==> src/rtl/ula_pkg.sv <==
// ula_pkg: shared definitions for the ula sequencer slice.
//   - ALU operation codes and datapath widths
//   - sequencer FSM state encoding
//   - small opcode-decode helpers used by the sequencer
package ula_pkg;

  localparam int NREGS = 4;
  localparam int AW    = $clog2(NREGS);
  localparam int OPW   = 6;
  localparam int RESW  = 7;

  localparam logic [2:0] OP_ADD  = 3'b001;
  localparam logic [2:0] OP_ADDI = 3'b010;
  localparam logic [2:0] OP_SUB  = 3'b011;
  localparam logic [2:0] OP_SUBI = 3'b100;
  localparam logic [2:0] OP_MUL  = 3'b101;

  typedef enum logic [1:0] {
    ST_IDLE = 2'd0,
    ST_READ = 2'd1,
    ST_EXEC = 2'd2,
    ST_WB   = 2'd3
  } state_t;

  // True for the five defined ALU codes; 000, 110 and 111 retire as errors.
  function automatic logic is_legal_op(input logic [2:0] op);
    logic legal;
    case (op)
      OP_ADD, OP_ADDI, OP_SUB, OP_SUBI, OP_MUL: legal = 1'b1;
      default:                                  legal = 1'b0;
    endcase
    return legal;
  endfunction

  // True when operand B comes from the instruction immediate instead of rs2.
  function automatic logic uses_imm(input logic [2:0] op);
    logic imm_sel;
    case (op)
      OP_ADDI, OP_SUBI: imm_sel = 1'b1;
      default:          imm_sel = 1'b0;
    endcase
    return imm_sel;
  endfunction

endpackage

==> src/rtl/ula.sv <==
// ula: combinational 6-bit signed ALU.
//   A, B   in  6  signed operands (two's complement)
//   param  in  3  operation code (ADD/ADDI, SUB/SUBI, MUL; others yield 0)
//   S      out 7  result, truncated to 7 bits; overflow is not flagged
module ula
  import ula_pkg::*;
(
  input  logic [OPW-1:0]  A,
  input  logic [OPW-1:0]  B,
  input  logic [2:0]      param,
  output logic [RESW-1:0] S
);

  logic [RESW-1:0] a_ext;
  logic [RESW-1:0] b_ext;

  // Sign-extend to the result width. The low 7 bits of a product depend only
  // on the low 7 bits of the operands, so a 7x7 multiply gives the truncated
  // signed product directly.
  assign a_ext = {A[OPW-1], A};
  assign b_ext = {B[OPW-1], B};

  // Operation select.
  always_comb begin
    S = {RESW{1'b0}};
    case (param)
      OP_ADD, OP_ADDI: S = a_ext + b_ext;
      OP_SUB, OP_SUBI: S = a_ext - b_ext;
      OP_MUL:          S = a_ext * b_ext;
      default:         S = {RESW{1'b0}};
    endcase
  end

endmodule

==> src/rtl/ula_regfile.sv <==
// ula_regfile: NREGS x W register file with asynchronous reset to zero.
//   clk, rst            clock, async active-high reset
//   we, waddr, wdata    synchronous write port
//   raddr1 / rdata1     async operand read port (low RW bits of the entry)
//   raddr2 / rdata2     async operand read port (low RW bits of the entry)
//   dbg_addr / dbg_data async debug read port (full W bits)
module ula_regfile #(
  parameter int NREGS = 4,
  parameter int W     = 7,
  parameter int RW    = 6,
  parameter int AW    = $clog2(NREGS)
) (
  input  logic          clk,
  input  logic          rst,
  input  logic          we,
  input  logic [AW-1:0] waddr,
  input  logic [W-1:0]  wdata,
  input  logic [AW-1:0] raddr1,
  output logic [RW-1:0] rdata1,
  input  logic [AW-1:0] raddr2,
  output logic [RW-1:0] rdata2,
  input  logic [AW-1:0] dbg_addr,
  output logic [W-1:0]  dbg_data
);

  logic [W-1:0] regs [NREGS];

  // Storage: cleared on reset, single synchronous write port.
  always_ff @(posedge clk or posedge rst) begin
    if (rst) begin
      for (int i = 0; i < NREGS; i++) begin
        regs[i] <= {W{1'b0}};
      end
    end else if (we) begin
      regs[waddr] <= wdata;
    end
  end

  // Operand ports expose only the low RW bits: the ALU reinterprets them as signed.
  assign rdata1   = regs[raddr1][RW-1:0];
  assign rdata2   = regs[raddr2][RW-1:0];
  assign dbg_data = regs[dbg_addr];

endmodule

==> src/rtl/ula_seq.sv <==
// ula_seq: sequencer around the ula ALU and a 4-entry register file.
//   clk, rst        clock, async active-high reset
//   in_valid/ready  instruction handshake (ready only in IDLE, registered)
//   in_op           ALU code; in_rd/in_rs1/in_rs2 register indices; in_imm signed immediate
//   done            one-cycle pulse when a legal instruction writes back
//   err             one-cycle pulse when an illegal opcode retires
//   result          last written-back result, held until the next done
//   dbg_addr/data   combinational register-file debug read
// One instruction runs IDLE -> READ -> EXEC -> WB -> IDLE; done/err rise
// three clocks after the accepting edge.
module ula_seq
  import ula_pkg::*;
(
  input  logic            clk,
  input  logic            rst,
  input  logic            in_valid,
  output logic            in_ready,
  input  logic [2:0]      in_op,
  input  logic [AW-1:0]   in_rd,
  input  logic [AW-1:0]   in_rs1,
  input  logic [AW-1:0]   in_rs2,
  input  logic [OPW-1:0]  in_imm,
  output logic            done,
  output logic            err,
  output logic [RESW-1:0] result,
  input  logic [AW-1:0]   dbg_addr,
  output logic [RESW-1:0] dbg_data
);

  state_t          state;
  logic [2:0]      op_q;
  logic [AW-1:0]   rd_q;
  logic [AW-1:0]   rs1_q;
  logic [AW-1:0]   rs2_q;
  logic [OPW-1:0]  imm_q;
  logic [OPW-1:0]  opa_q;
  logic [OPW-1:0]  opb_q;
  logic [RESW-1:0] result_q;

  logic [OPW-1:0]  rdata1;
  logic [OPW-1:0]  rdata2;
  logic [RESW-1:0] alu_s;
  logic            rf_we;

  // Write-back happens on the edge that leaves WB, together with done/result.
  assign rf_we = (state == ST_WB) && is_legal_op(op_q);

  ula_regfile #(
    .NREGS (NREGS),
    .W     (RESW),
    .RW    (OPW),
    .AW    (AW)
  ) u_regfile (
    .clk      (clk),
    .rst      (rst),
    .we       (rf_we),
    .waddr    (rd_q),
    .wdata    (result_q),
    .raddr1   (rs1_q),
    .rdata1   (rdata1),
    .raddr2   (rs2_q),
    .rdata2   (rdata2),
    .dbg_addr (dbg_addr),
    .dbg_data (dbg_data)
  );

  ula u_ula (
    .A     (opa_q),
    .B     (opb_q),
    .param (op_q),
    .S     (alu_s)
  );

  // Sequencer FSM with registered handshake and status outputs.
  always_ff @(posedge clk or posedge rst) begin
    if (rst) begin
      state    <= ST_IDLE;
      op_q     <= 3'b000;
      rd_q     <= {AW{1'b0}};
      rs1_q    <= {AW{1'b0}};
      rs2_q    <= {AW{1'b0}};
      imm_q    <= {OPW{1'b0}};
      opa_q    <= {OPW{1'b0}};
      opb_q    <= {OPW{1'b0}};
      result_q <= {RESW{1'b0}};
      result   <= {RESW{1'b0}};
      done     <= 1'b0;
      err      <= 1'b0;
      in_ready <= 1'b0;
    end else begin
      done <= 1'b0;
      err  <= 1'b0;
      case (state)
        ST_IDLE: begin
          // in_ready is still low on the first cycle out of reset, so no
          // instruction can be taken until it has been raised here.
          if (in_valid && in_ready) begin
            op_q     <= in_op;
            rd_q     <= in_rd;
            rs1_q    <= in_rs1;
            rs2_q    <= in_rs2;
            imm_q    <= in_imm;
            in_ready <= 1'b0;
            state    <= ST_READ;
          end else begin
            in_ready <= 1'b1;
            state    <= ST_IDLE;
          end
        end
        ST_READ: begin
          // Reads see pre-write values: the previous WB has already completed.
          opa_q <= rdata1;
          opb_q <= uses_imm(op_q) ? imm_q : rdata2;
          state <= ST_EXEC;
        end
        ST_EXEC: begin
          result_q <= alu_s;
          state    <= ST_WB;
        end
        ST_WB: begin
          if (is_legal_op(op_q)) begin
            result <= result_q;
            done   <= 1'b1;
          end else begin
            err <= 1'b1;
          end
          in_ready <= 1'b1;
          state    <= ST_IDLE;
        end
        default: begin
          in_ready <= 1'b0;
          state    <= ST_IDLE;
        end
      endcase
    end
  end

endmodule

==> config.mk <==
export PLATFORM = sky130hd
export DESIGN_NAME = ula_seq
export DESIGN_NICKNAME = d
export VERILOG_FILES = /design/src/rtl/ula_pkg.sv /design/src/rtl/ula.sv /design/src/rtl/ula_regfile.sv /design/src/rtl/ula_seq.sv
export SDC_FILE = /design/constraint.sdc
export NUM_CORES = 1
export LEC_CHECK = 0
export BUFFER_PORTS_ARGS = -buffer_cell sky130_fd_sc_hd__buf_4
export CAP_MARGIN = 5
export CORE_MARGIN = 2
export CORE_UTILIZATION = 56
export CTS_BUF_LIST = sky130_fd_sc_hd__clkbuf_8
export DETAILED_ROUTE_END_ITERATION = 16
export PLACE_DENSITY = 0.81
export SETUP_SLACK_MARGIN = 0.2
export SYNTH_ARGS = -nofsm -noshare
export SYNTH_HDL_FRONTEND = slang
export SYNTH_SLANG_ARGS = --single-unit
==> constraint.sdc <==
create_clock -name clk -period 3.7 [get_ports clk]
set_input_delay 0.74 -clock clk [delete_from_list [all_inputs] [get_ports clk]]
set_output_delay 0.74 -clock clk [all_outputs]
set_load 0.05 [all_outputs]
After elaboration in Yosys (flattened, before gate mapping) --
Index checks and enable logic that the tools add are counted.
Word-level totals: bits in read-only memories 0, input port bits 20, latch bits 0, memories kept 0, flip-flop bits (word level) 74, memory bits (writable) 0, output and inout bits 17
Cells by class: add/sub/neg operators 2, reductions and logical operators 11, eq/ne operators 8, mux-type cells 26, multipliers 1, div/mod/pow operators 0, order comparisons 5, bitwise gates (word level) 4, shift-type cells 0
Operator list (number):
- binary-select mux 7 bit (select 2 bit) | 3
- two-way mux 6 bit | 5
- bitwise mux 28 bit | 1
- two-way mux 7 bit | 3
- case mux 7 bit (3 select lines) | 1
- demux 7 bit (select 2 bit) | 1
- greater-or-equal comparator 3 bit (second input constant) | 4
- inverter 2 -> 3 bit | 4
- two-way mux 1 bit | 10
- case mux 2 bit (4 select lines) | 1
- adder 6 x 6 -> 7 bit | 1
- multiplier 6 x 6 -> 7 bit | 1
- subtractor 6 x 6 -> 7 bit | 1
- == test 3 x 2 -> 1 bit (second input constant) | 2
- == test 3 bit (second input constant) | 2
- OR reduction 2 bit | 3
- OR reduction 5 bit | 1
- == test 2 bit (second input constant) | 2
- AND reduction 2 bit | 2
- == test 3 x 1 -> 1 bit (second input constant) | 1
- logical AND 1 bit | 3
- < comparator 3 x 1 -> 1 bit (second input constant) | 1
- == test 2 x 1 -> 1 bit (second input constant) | 1
- logical NOT 2 bit | 1
- 2 further kinds | 2

Logic depth before layout (Yosys ltp) --
Gate-level depths: netlist of the first run.
depth after elaboration 6, depth in mapped cells 14

Hierarchy --
From an unflattened synthesis of the first run, not the netlist that was laid out.
Second synthesis, totals: cell total of the unflattened synthesis 368, area, all modules 4549.4 µm²
Modules (own cells, without submodules):
- ula_seq | area an instance 1880.6 µm², cells an instance 133, seq. area each 1151.1 µm², instances 1
- ula_regfile | area an instance 1529.0 µm², cells an instance 86, seq. area each 700.7 µm², instances 1
- ula | area an instance 1139.8 µm², cells an instance 149, seq. area each 0.0 µm², instances 1

Worst setup path after synthesis of the first run --
No wires, ideal clock.
path kind register to register, from reg opb_q[0], to reg result_q[6], library setup time 127 ps, stages on the path, launching flop included 14, arrival 3990 ps, period minus slack after synthesis 4117 ps, data required time 3573 ps, setup slack -417 ps, cell sequence dfrtp_1 clkbuf_1 nand2_1 fa_1 fa_1 inv_1 fa_1 fa_1 fa_1 xnor2_1 xnor2_1 xnor3_1 a21oi_1 o22ai_1
On the way: longest elaborated chain between the ends 2, elaborated cells on any way between the ends 4, classes of those cells add/sub: 2; mul: 1; mux: 1
Ends and longest elaborated chain:
- start: declaration | line ula_seq.sv:37 | logic [OPW-1:0] opb_q;
- start signal: assignment | line ula_seq.sv:84 | opb_q <= {OPW{1'b0}};
- start signal: assignment | line ula_seq.sv:113 | opb_q <= uses_imm(op_q) ? imm_q : rdata2;
- multiplier 6 x 6 -> 7 bit (tied with other cells) | line ula.sv:29 | OP_MUL: S = a_ext * b_ext;
- case mux 7 bit (3 select lines) (*) | line ula.sv:26 | case (param)
- end signal: assignment | line ula_seq.sv:85 | result_q <= {RESW{1'b0}};
- end signal: assignment | line ula_seq.sv:117 | result_q <= alu_s;
- end: declaration | line ula_seq.sv:38 | logic [RESW-1:0] result_q;
Mark *: on every way between the ends. The rest lies on a longest branch, timed or not. A chain may end at the register's enable or synchronous reset.

Worst setup path after layout of the first run --
from reg opa_q[2], to reg result_q[6]
On the way: longest elaborated chain between the ends 2, elaborated cells on any way between the ends 4, classes of those cells add/sub: 2; mul: 1; mux: 1
Ends and longest elaborated chain:
- start: declaration | line ula_seq.sv:36 | logic [OPW-1:0] opa_q;
- start signal: assignment | line ula_seq.sv:83 | opa_q <= {OPW{1'b0}};
- start signal: assignment | line ula_seq.sv:112 | opa_q <= rdata1;
- multiplier 6 x 6 -> 7 bit (tied with other cells) | line ula.sv:29
- case mux 7 bit (3 select lines) (*) | line ula.sv:26
Marked as above.

==> impl_metrics.csv, run 1 <==
group,metric,value,unit
global_routing,grt_pass1_wl,15.4,mm
logic_synthesis,synthFlopType,"dfrtp_1",
floorplanning,start_util,57.3,%
timing,period_share,101,%
floorplanning,dieArea,8560,µm²
critical_path,criticalPathCategory,"flop to flop",
logic_synthesis,ys_seq_area_share,42.2,%
logic_synthesis,synth_area,4390,µm²
logic_synthesis,synth_common_cells,"dfrtp_1, mux2_2, nor2_1",
logic_synthesis,synth_most_common_cell,"dfrtp_1",
timing,setup_viol,1,
clock_network,cts_root_buf,"clkbuf_8",
status,status,"finished with violations",
logic_synthesis,synth_nets,407,
placed_design,numPortBuffers,36,
flow_run,cap_violations,0,
critical_path,start_kind,"flop",
logic_synthesis,synth-seq-cells,74,
logic_synthesis,yosysTopAreaCellShare,42.2,%
logic_synthesis,synthesis.instances,354,
clock_network,clk_path_buf_depth,2,
timing,worst_slack,-36.4,ps
detailed_routing,finalWirelength,9.21,mm
critical_path,crit_fanout,5,
detailed_routing,antenna_left,0,
clock_network,clkLatencyLatePin,350,ps
timing,period_minus_slack,3740,ps
clock_network,cts_sinks,74,
detailed_routing,drtPass1Iterations,4,
clock_network,cts_tree,"done",
floorplanning,die_y,92.5,µm
logic_synthesis,synth_cell_types,45,
global_routing,grt_max_degree,38,
logic_synthesis,synth_edf_count,0,
timing,maxSlewViolCount,0,
detailed_routing,vias,2915,
logic_synthesis,syn_avg_cell_area,12.4,µm²
global_routing,grt_antenna_before_repair,0,
clock_network,clk_pin_slew,80,ps
timing,tightestPinTransition,844,ps
detailed_routing,drt-vias-per-instance,5.74,
floorplanning,rows,32,
logic_synthesis,synth_largest_area_cell,"dfrtp_1",
worst_hold_path,hp-class,"flop to flop",
floorplanning,die_w,92.5,µm
logic_synthesis,ys_async_sr_fraction,100,%
floorplanning,core,7650,µm²
detailed_routing,drt_iter0_markers,182,
critical_path,required,3930,ps
logic_synthesis,ys_warn_count,0,
status,violations,"setup timing",
placed_design,dp_hpwl,6.97,mm
timing,fmax,268,MHz
detailed_routing,wl_per_cell,18.1,µm
timing,skew,10.8,ps
placed_design,gp_congestion,0.879,
final_layout,syn2layout_area_growth,16.1,%
logic_synthesis,ys_top_cells_by_area,"dfrtp_1, mux2_2, mux4_2, ha_1, fa_1",
floorplanning,pin_count,37,
global_routing,grt.total_usage,24.0,%
placed_design,place_ws,-60.2,ps
clock_network,numCtsBuffers,9,
timing,hold_viol,0,
final_layout,layout.nets,454,
clock_network,htree_levels,3,
global_routing,grt_pass1_vias,2984,
final_layout,drive_gt1_share,37.4,%
critical_path,cp-end-kind,"flop",
timing,rsz0062_at_grt,"true",
final_layout,diodes,0,
critical_path,cp.arrival,3970,ps
global_routing,grt-ovfl-total,0,
timing,slew_headroom,43.6,%
detailed_routing,drcViolationCount,0,
## kinds of logic after synthesis
| family | after synthesis | synth area share, % |
|---|---|---|
| buffers and inverters | 36 | 3.22 |
| muxes | 80 | 25.2 |
| adders and majority gates | 33 | 11.3 |
| DFF | 74 | 42.2 |
| AOI/OAI and AO/OA | 37 | 5.51 |
| and+or+nand+nor | 78 | 8.99 |
| xor gates and xnor gates | 16 | 3.51 |
## sequential cells by signal (all words and copies together) (netlist names)
| signal | cells |
|---|---|
| done | 1 |
| err | 1 |
| imm_q | 6 |
| in_ready | 1 |
| op_q | 3 |
| opa_q | 6 |
| opb_q | 6 |
| rd_q | 2 |
| result | 7 |
| result_q | 7 |
| rs1_q | 2 |
| rs2_q | 2 |
| state | 2 |
| u_regfile.regs | 28 |
## what timing repair did
item | CTS | global route
gates resized for setup | 0 | 1
pin swaps | 2 | 0
hold buffers | 0 | 0
setup buffers | 1 | 0
gates cloned | 0 | 0
setup endpoints to repair | 2 | 2
## cell type report
cell class	count	area [µm²]
inverters	19	71.3
fillers	544	2560
clock buffers	11	151
repair buffers	53	398
well taps	102	128
flip-flops and latches	74	1850
clock inverters	5	85.1
multi-input cells	244	2400
## routing by layer
metal	vias to the layer above	wire length (µm)	global-route usage (%)
met4	0	209	8.71
met1	1468	3800	32.3
met5	-	0	0
met2	80	4790	38.9
li1	1346	-	-
met3	21	411	4.72
## cells in the final DEF, fill, tap and decap left out, types with 2 or more instances in the layout
cell       netlist  layout
nor2_1          28      28
xnor2_1         12      11
buf_4            1      53
mux2i_1          6       6
inv_2            0       3
a21boi_0         2       2
o21a_1           2       2
nand3_1          4       4
nand2_1         19      18
and3_1           2       2
fa_1            11      10
a221oi_1         5       5
xor2_1           3       3
bufinv_16        0       2
o21ai_0          7       7
mux4_2          19      19
nor2b_1          5       5
clkbuf_8         0      11
nor3_1           3       3
dfrtp_1         74      74
and2_1           9       9
inv_1           18      15
a21oi_1         11      11
ha_1            22      22
mux2_2          55      55
## worst max-delay path, cell delays in order (launching register included)
cell and delay, ps:
dfrtp_1 420, nand2_2 80, fa_1 520, fa_1 540, inv_2 40, fa_1 490, fa_1 430, fa_2 370
xnor2_2 170, xnor2_1 140, xnor3_1 220, a21oi_1 130, o22ai_1 80
## final timing paths
| path | endpoint | depth (start not counted) | slack (ps) | start |
|---|---|---|---|---|
| max in group asynchronous | u_regfile.regs[8] | 3 | 2420 | rst |
| setup reg to reg | result_q[6] | 12 | -40 | opa_q[2] |
| hold / removal | result[5] | 1 | 510 | result[5] |
| hold reg to reg | result[5] | 1 | 510 | result[5] |
| min in group asynchronous | u_regfile.regs[13] | 2 | 530 | rst |
| setup / recovery | result_q[6] | 12 | -40 | opa_q[2] |
## through the flow
| stage | TNS, ps | utilization [%] | area, µm² | instances | hold WS, ps |
|---|---|---|---|---|---|
| 4_1_cts | -41.0 | 66.6 | 5090 | 508 | 512 |
| 6_report | -36.4 | 66.6 | 5090 | 508 | 510 |
| 5_1_grt | -181 | 66.6 | 5090 | 508 | 539 |
| 2_1_floorplan | 0 | - | 4420 | 354 | 475 |
| 3_3_place_gp | 0 | 63.4 | 4850 | 491 | 482 |
| 3_5_place_dp | -60.2 | 63.4 | 4850 | 491 | 494 |
Power of run 1 is left out: the tool's default activity adds up to more than one toggle a clock period on the data nets, which glitch-free logic cannot reach.
==> run 2, diff against run 1 <==
--- a/config.mk
+++ b/config.mk
@@ -5,7 +5,7 @@
 export SDC_FILE = /design/constraint.sdc
 export NUM_CORES = 1
 export LEC_CHECK = 0
-export BUFFER_PORTS_ARGS = -buffer_cell sky130_fd_sc_hd__buf_4
+export BUFFER_PORTS_ARGS = -buffer_cell sky130_fd_sc_hd__buf_2
 export CAP_MARGIN = 5
 export CORE_MARGIN = 2
 export CORE_UTILIZATION = 56
==> impl_metrics.csv, run 2 (same netlist as run 1, synthesis figures left out) <==
group,metric,value,unit
critical_path,worstReg2RegEnd,"result_q[6]",
critical_path,startpoint,"opa_q[2]",
critical_path,r2r_setup_slack,0.5,ps
final_layout,top_regs,"u_regfile.regs: 28 flops, result: 7 flops, result_q: 7 flops",
final_layout,layout_common_cells,"dfrtp_1, mux2_2, buf_2",
global_routing,grt-ovfl-total,0,
placed_design,placed_area,4770,µm²
final_layout,layout_commonest_cell,"dfrtp_1",
clock_network,cts_root_buf,"clkbuf_8",
floorplanning,start_util,57.3,%
timing,fmax,270,MHz
placed_design,numPortBuffers,36,
floorplanning,die_y,92.5,µm
timing,period_share,100,%
timing,period_minus_slack,3700,ps
critical_path,criticalPathCategory,"flop to flop",
timing,hold_viol,0,
detailed_routing,wl_per_cell,18.5,µm
floorplanning,core,7650,µm²
floorplanning,die_w,92.5,µm
clock_network,clk_pin_slew,80,ps
final_layout,syn2layout_area_growth,13.7,%
global_routing,grt_pass1_vias,3097,
final_layout,top_register,"u_regfile.regs",
global_routing,grt_pass1_wl,15.9,mm
floorplanning,pin_count,37,
flow_run,cap_violations,0,
critical_path,crit_fanout,4,
detailed_routing,drt-vias-per-instance,5.85,
placed_design,gp_congestion,0.937,
floorplanning,rows,32,
placed_design,dp_hpwl,7.17,mm
floorplanning,dieArea,8560,µm²
critical_path,required,3930,ps
final_layout,final_area,4990,µm²
timing,skew,8.97,ps
final_layout,diodes,0,
critical_path,reg2reg_depth,12,
detailed_routing,drt_iter0_markers,190,
final_layout,layout.nets,456,
worst_hold_path,hp-class,"primary input to async pin",
critical_path,start_kind,"flop",
detailed_routing,antenna_left,0,
timing,slew_headroom,44.4,%
timing,tightestPinTransition,832,ps
critical_path,cp-end-kind,"flop",
detailed_routing,finalWirelength,9.41,mm
timing,maxSlewViolCount,0,
critical_path,reg2reg_from,"opa_q[2]",
clock_network,cts_sinks,74,
detailed_routing,drtPass1Iterations,4,
global_routing,grt_max_degree,30,
clock_network,clk_path_buf_depth,2,
clock_network,clkLatencyLatePin,350,ps
detailed_routing,drcViolationCount,0,
detailed_routing,vias,2979,
final_layout,largest_reg_flops,28,
clock_network,cts_tree,"done",
critical_path,cp.arrival,3930,ps
timing,rsz0062_at_grt,"true",
status,status,"completed",
global_routing,grt.total_usage,24.3,%
timing,setup_viol,0,
final_layout,drive_gt1_share,37.8,%
clock_network,htree_levels,3,
global_routing,grt_antenna_before_repair,0,
clock_network,numCtsBuffers,9,
-- run 2: cell types whose count changed in the layout (fill, tap and decap cells not counted), sizes merged --
| cell | before | now |
|---|---|---|
| clkinvlp | 1 | 2 |
| clkinv | 2 | 3 |
| buf | 53 | 55 |
| inv | 19 | 18 |
| bufinv | 2 | 1 |
| clkbuf | 11 | 10 |
-- run 2: worst max path at each step --
stage,depth (start not counted),to
2_1_floorplan,13,result_q[6]
3_3_place_gp,12,result_q[6]
3_5_place_dp,12,result_q[6]
4_1_cts,12,result_q[6]
5_1_grt,12,result_q[6]
6_report,12,result_q[6]
-- run 2: repair_timing --
item / 4_1_cts / 5_1_grt
resized for setup: 1 / 1
endpoints found under the setup margin: 1 / 2
pin swaps: 1 / 0
setup buffers: 0 / 1
hold buffers: 0 / 0
-- run 2: layout make-up --
class / count / area, µm²
inverter: 19 / 71.3
clock inverter: 5 / 55.1
sequential: 74 / 1850
tap: 102 / 128
fill: 557 / 2660
clock buffer: 10 / 138
multi-input combinational: 244 / 2420
timing repair buffer: 55 / 323
-- run 2: metrics by stage --
| step | TNS [ps] | util, % | worst slack [ps] | hold WS, ps | std cells |
|---|---|---|---|---|---|
| after floorplan | 0 | - | 52.9 | 475 | 354 |
| after global routing | -159 | 65.2 | -159 | 508 | 509 |
| after CTS | -16.9 | 65.1 | -16.9 | 473 | 508 |
| final | 0 | 65.2 | 0.476 | 457 | 509 |
| after global placement | 0 | 62.4 | 34.3 | 481 | 493 |
| after detailed placement | -20.6 | 62.4 | -20.6 | 491 | 493 |
-- run 2: metal layers --
metal	track usage, %	routed length (µm)	up-vias
li1	-	-	1359
met1	31.6	3990	1541
met2	41.8	4940	64
met3	4.31	354	15
met4	7.46	129	0
met5	0	0	-
-- run 2: critical path, stage by stage, from the launching register on --
cell and delay [ps]:
dfrtp_1 410, nand2_2 70, fa_1 500, fa_1 510
inv_1 50, fa_1 490, fa_1 430, fa_2 370
xnor2_2 170, xnor2_1 140, xnor3_1 240, a21oi_2 130
o22ai_1 80
Power of run 2 is left out for the same reason.
==> run 3, diff against run 2 <==
--- a/config.mk
+++ b/config.mk
@@ -9,7 +9,7 @@
 export CAP_MARGIN = 5
 export CORE_MARGIN = 2
 export CORE_UTILIZATION = 56
-export CTS_BUF_LIST = sky130_fd_sc_hd__clkbuf_8
+export CTS_BUF_LIST = sky130_fd_sc_hd__clkbuf_2
 export DETAILED_ROUTE_END_ITERATION = 16
 export PLACE_DENSITY = 0.81
 export SETUP_SLACK_MARGIN = 0.2
==> impl_metrics.csv, run 3 (same netlist as run 1, synthesis figures left out) <==
group,metric,value,unit
status,status,"finished with violations",
floorplanning,dieArea,8560,µm²
floorplanning,die_w,92.5,µm
critical_path,worstSetupEndpoint,"result_q[6]",
final_layout,drive_gt1_share,37.7,%
clock_network,cts_root_buf,"clkbuf_2",
global_routing,grt-ovfl-total,0,
timing,maxSlewViolCount,0,
floorplanning,rows,32,
critical_path,cp.arrival,4120,ps
final_layout,layout_common_cells,"dfrtp_1, mux2_2, buf_2",
floorplanning,pin_count,37,
clock_network,clk_path_buf_depth,2,
critical_path,cp-end-kind,"flop",
final_layout,largest_reg_flops,28,
flow_run,cap_violations,0,
critical_path,criticalPathCategory,"flop to flop",
global_routing,grt.total_usage,23.9,%
placed_design,numPortBuffers,36,
detailed_routing,drcViolationCount,0,
global_routing,grt_pass1_wl,15.6,mm
global_routing,grt_antenna_before_repair,0,
critical_path,worstReg2RegEnd,"result_q[6]",
final_layout,top_regs,"u_regfile.regs: 28 flops, result: 7 flops, result_q: 7 flops",
timing,tns,-10.2,ps
floorplanning,start_util,57.3,%
timing,worst_hold_slack,277,ps
detailed_routing,wl_per_cell,18.5,µm
timing,skew,20.5,ps
timing,rsz0062_at_grt,"true",
final_layout,multi_input_area,2420,µm²
critical_path,reg2reg_depth,12,
detailed_routing,drt-vias-per-instance,5.86,
timing,worst_slack,-10.2,ps
global_routing,grt_max_degree,30,
timing,period_minus_slack,3710,ps
detailed_routing,antenna_left,0,
clock_network,clkLatencyLatePin,500,ps
placed_design,place_ws,-20.6,ps
critical_path,required,4110,ps
timing,tightestPinTransition,840,ps
detailed_routing,vias,2989,
final_layout,syn2layout_area_growth,11.9,%
clock_network,cts_tree,"done",
timing,fmax,270,MHz
final_layout,fill_cells,572,
clock_network,numCtsBuffers,9,
placed_design,dp_hpwl,7.17,mm
detailed_routing,drt_iter0_markers,195,
timing,slew_headroom,43.9,%
timing,setup_viol,1,
clock_network,clk_pin_slew,200,ps
detailed_routing,drtPass1Iterations,4,
critical_path,crit_fanout,4,
clock_network,cts_sinks,74,
critical_path,start_kind,"flop",
final_layout,top_register,"u_regfile.regs",
floorplanning,die_y,92.5,µm
critical_path,startpoint,"opa_q[2]",
final_layout,layout.nets,457,
floorplanning,core,7650,µm²
detailed_routing,finalWirelength,9.45,mm
clock_network,htree_levels,3,
global_routing,grt_pass1_vias,3108,
placed_design,place_inst,493,
final_layout,seqCellArea,1850,µm²
timing,period_share,100,%
final_layout,diodes,0,
timing,hold_viol,0,
final_layout,layout_commonest_cell,"dfrtp_1",
critical_path,reg2reg_from,"opa_q[2]",
status,violations,"setup timing",
final_layout,finalNonFillerCells,510,
worst_hold_path,hp-class,"primary input to async pin",
critical_path,r2r_setup_slack,-10,ps
placed_design,gp_congestion,0.937,
## run 3: changes by cell type in the layout (fill, tap and decap cells not counted)
cell	change
buf_4	+1
clkbuf_2	+9
clkbuf_8	-10
clkinv_1	+1
## run 3: final cells by class
class | instances | share of cell area [%]
multi-input cells | 244 | 49.3
flip-flops and latches | 74 | 37.7
repair buffers | 56 | 6.73
well taps | 102 | 2.60
inverters | 19 | 1.45
clock inverters | 6 | 1.20
clock buffers | 9 | 0.918
## run 3: worst max-delay path, stage by stage, from the launching register on
cell and delay, ps:
dfrtp_1 450, nand2_2 70, fa_1 500, fa_1 510, inv_1 50, fa_1 490
fa_1 430, fa_2 370, xnor2_2 170, xnor2_1 140, xnor3_1 240, a21oi_2 130
o22ai_1 80
## run 3: routing by layer
| layer | wire (µm) | up-vias | track usage [%] |
|---|---|---|---|
| met5 | 0 | - | 0 |
| met4 | 142 | 0 | 9.83 |
| met3 | 427 | 15 | 3.66 |
| met2 | 4940 | 72 | 40.4 |
| met1 | 3940 | 1543 | 31.0 |
| li1 | - | 1359 | - |
## run 3: per-stage QoR
step	area [µm²]	util, %
CTS	4890	63.9
global route	4910	64.2
detailed placement	4770	62.4
global placement	4770	62.4
floorplan	4420	-
finish	4910	64.2
## run 3: worst min-delay path by stage
stage	startpoint	to	slack [ps]	depth (start not counted)
final	rst	result[6]	280	2
after global routing	rst	rd_q[1]	290	2
after CTS	rst	rd_q[1]	270	2
after detailed placement	result[1]	result[1]	490	1
after global placement	u_regfile.regs[20]	u_regfile.regs[20]	480	1
after floorplan	u_regfile.regs[20]	u_regfile.regs[20]	470	1
## run 3: timing repair
item,in CTS,in global routing
pin swaps,1,0
setup endpoints to repair,1,2
hold buffers,0,0
resized for setup,1,1
setup buffers,0,2
Power of run 3 is left out for the same reason.
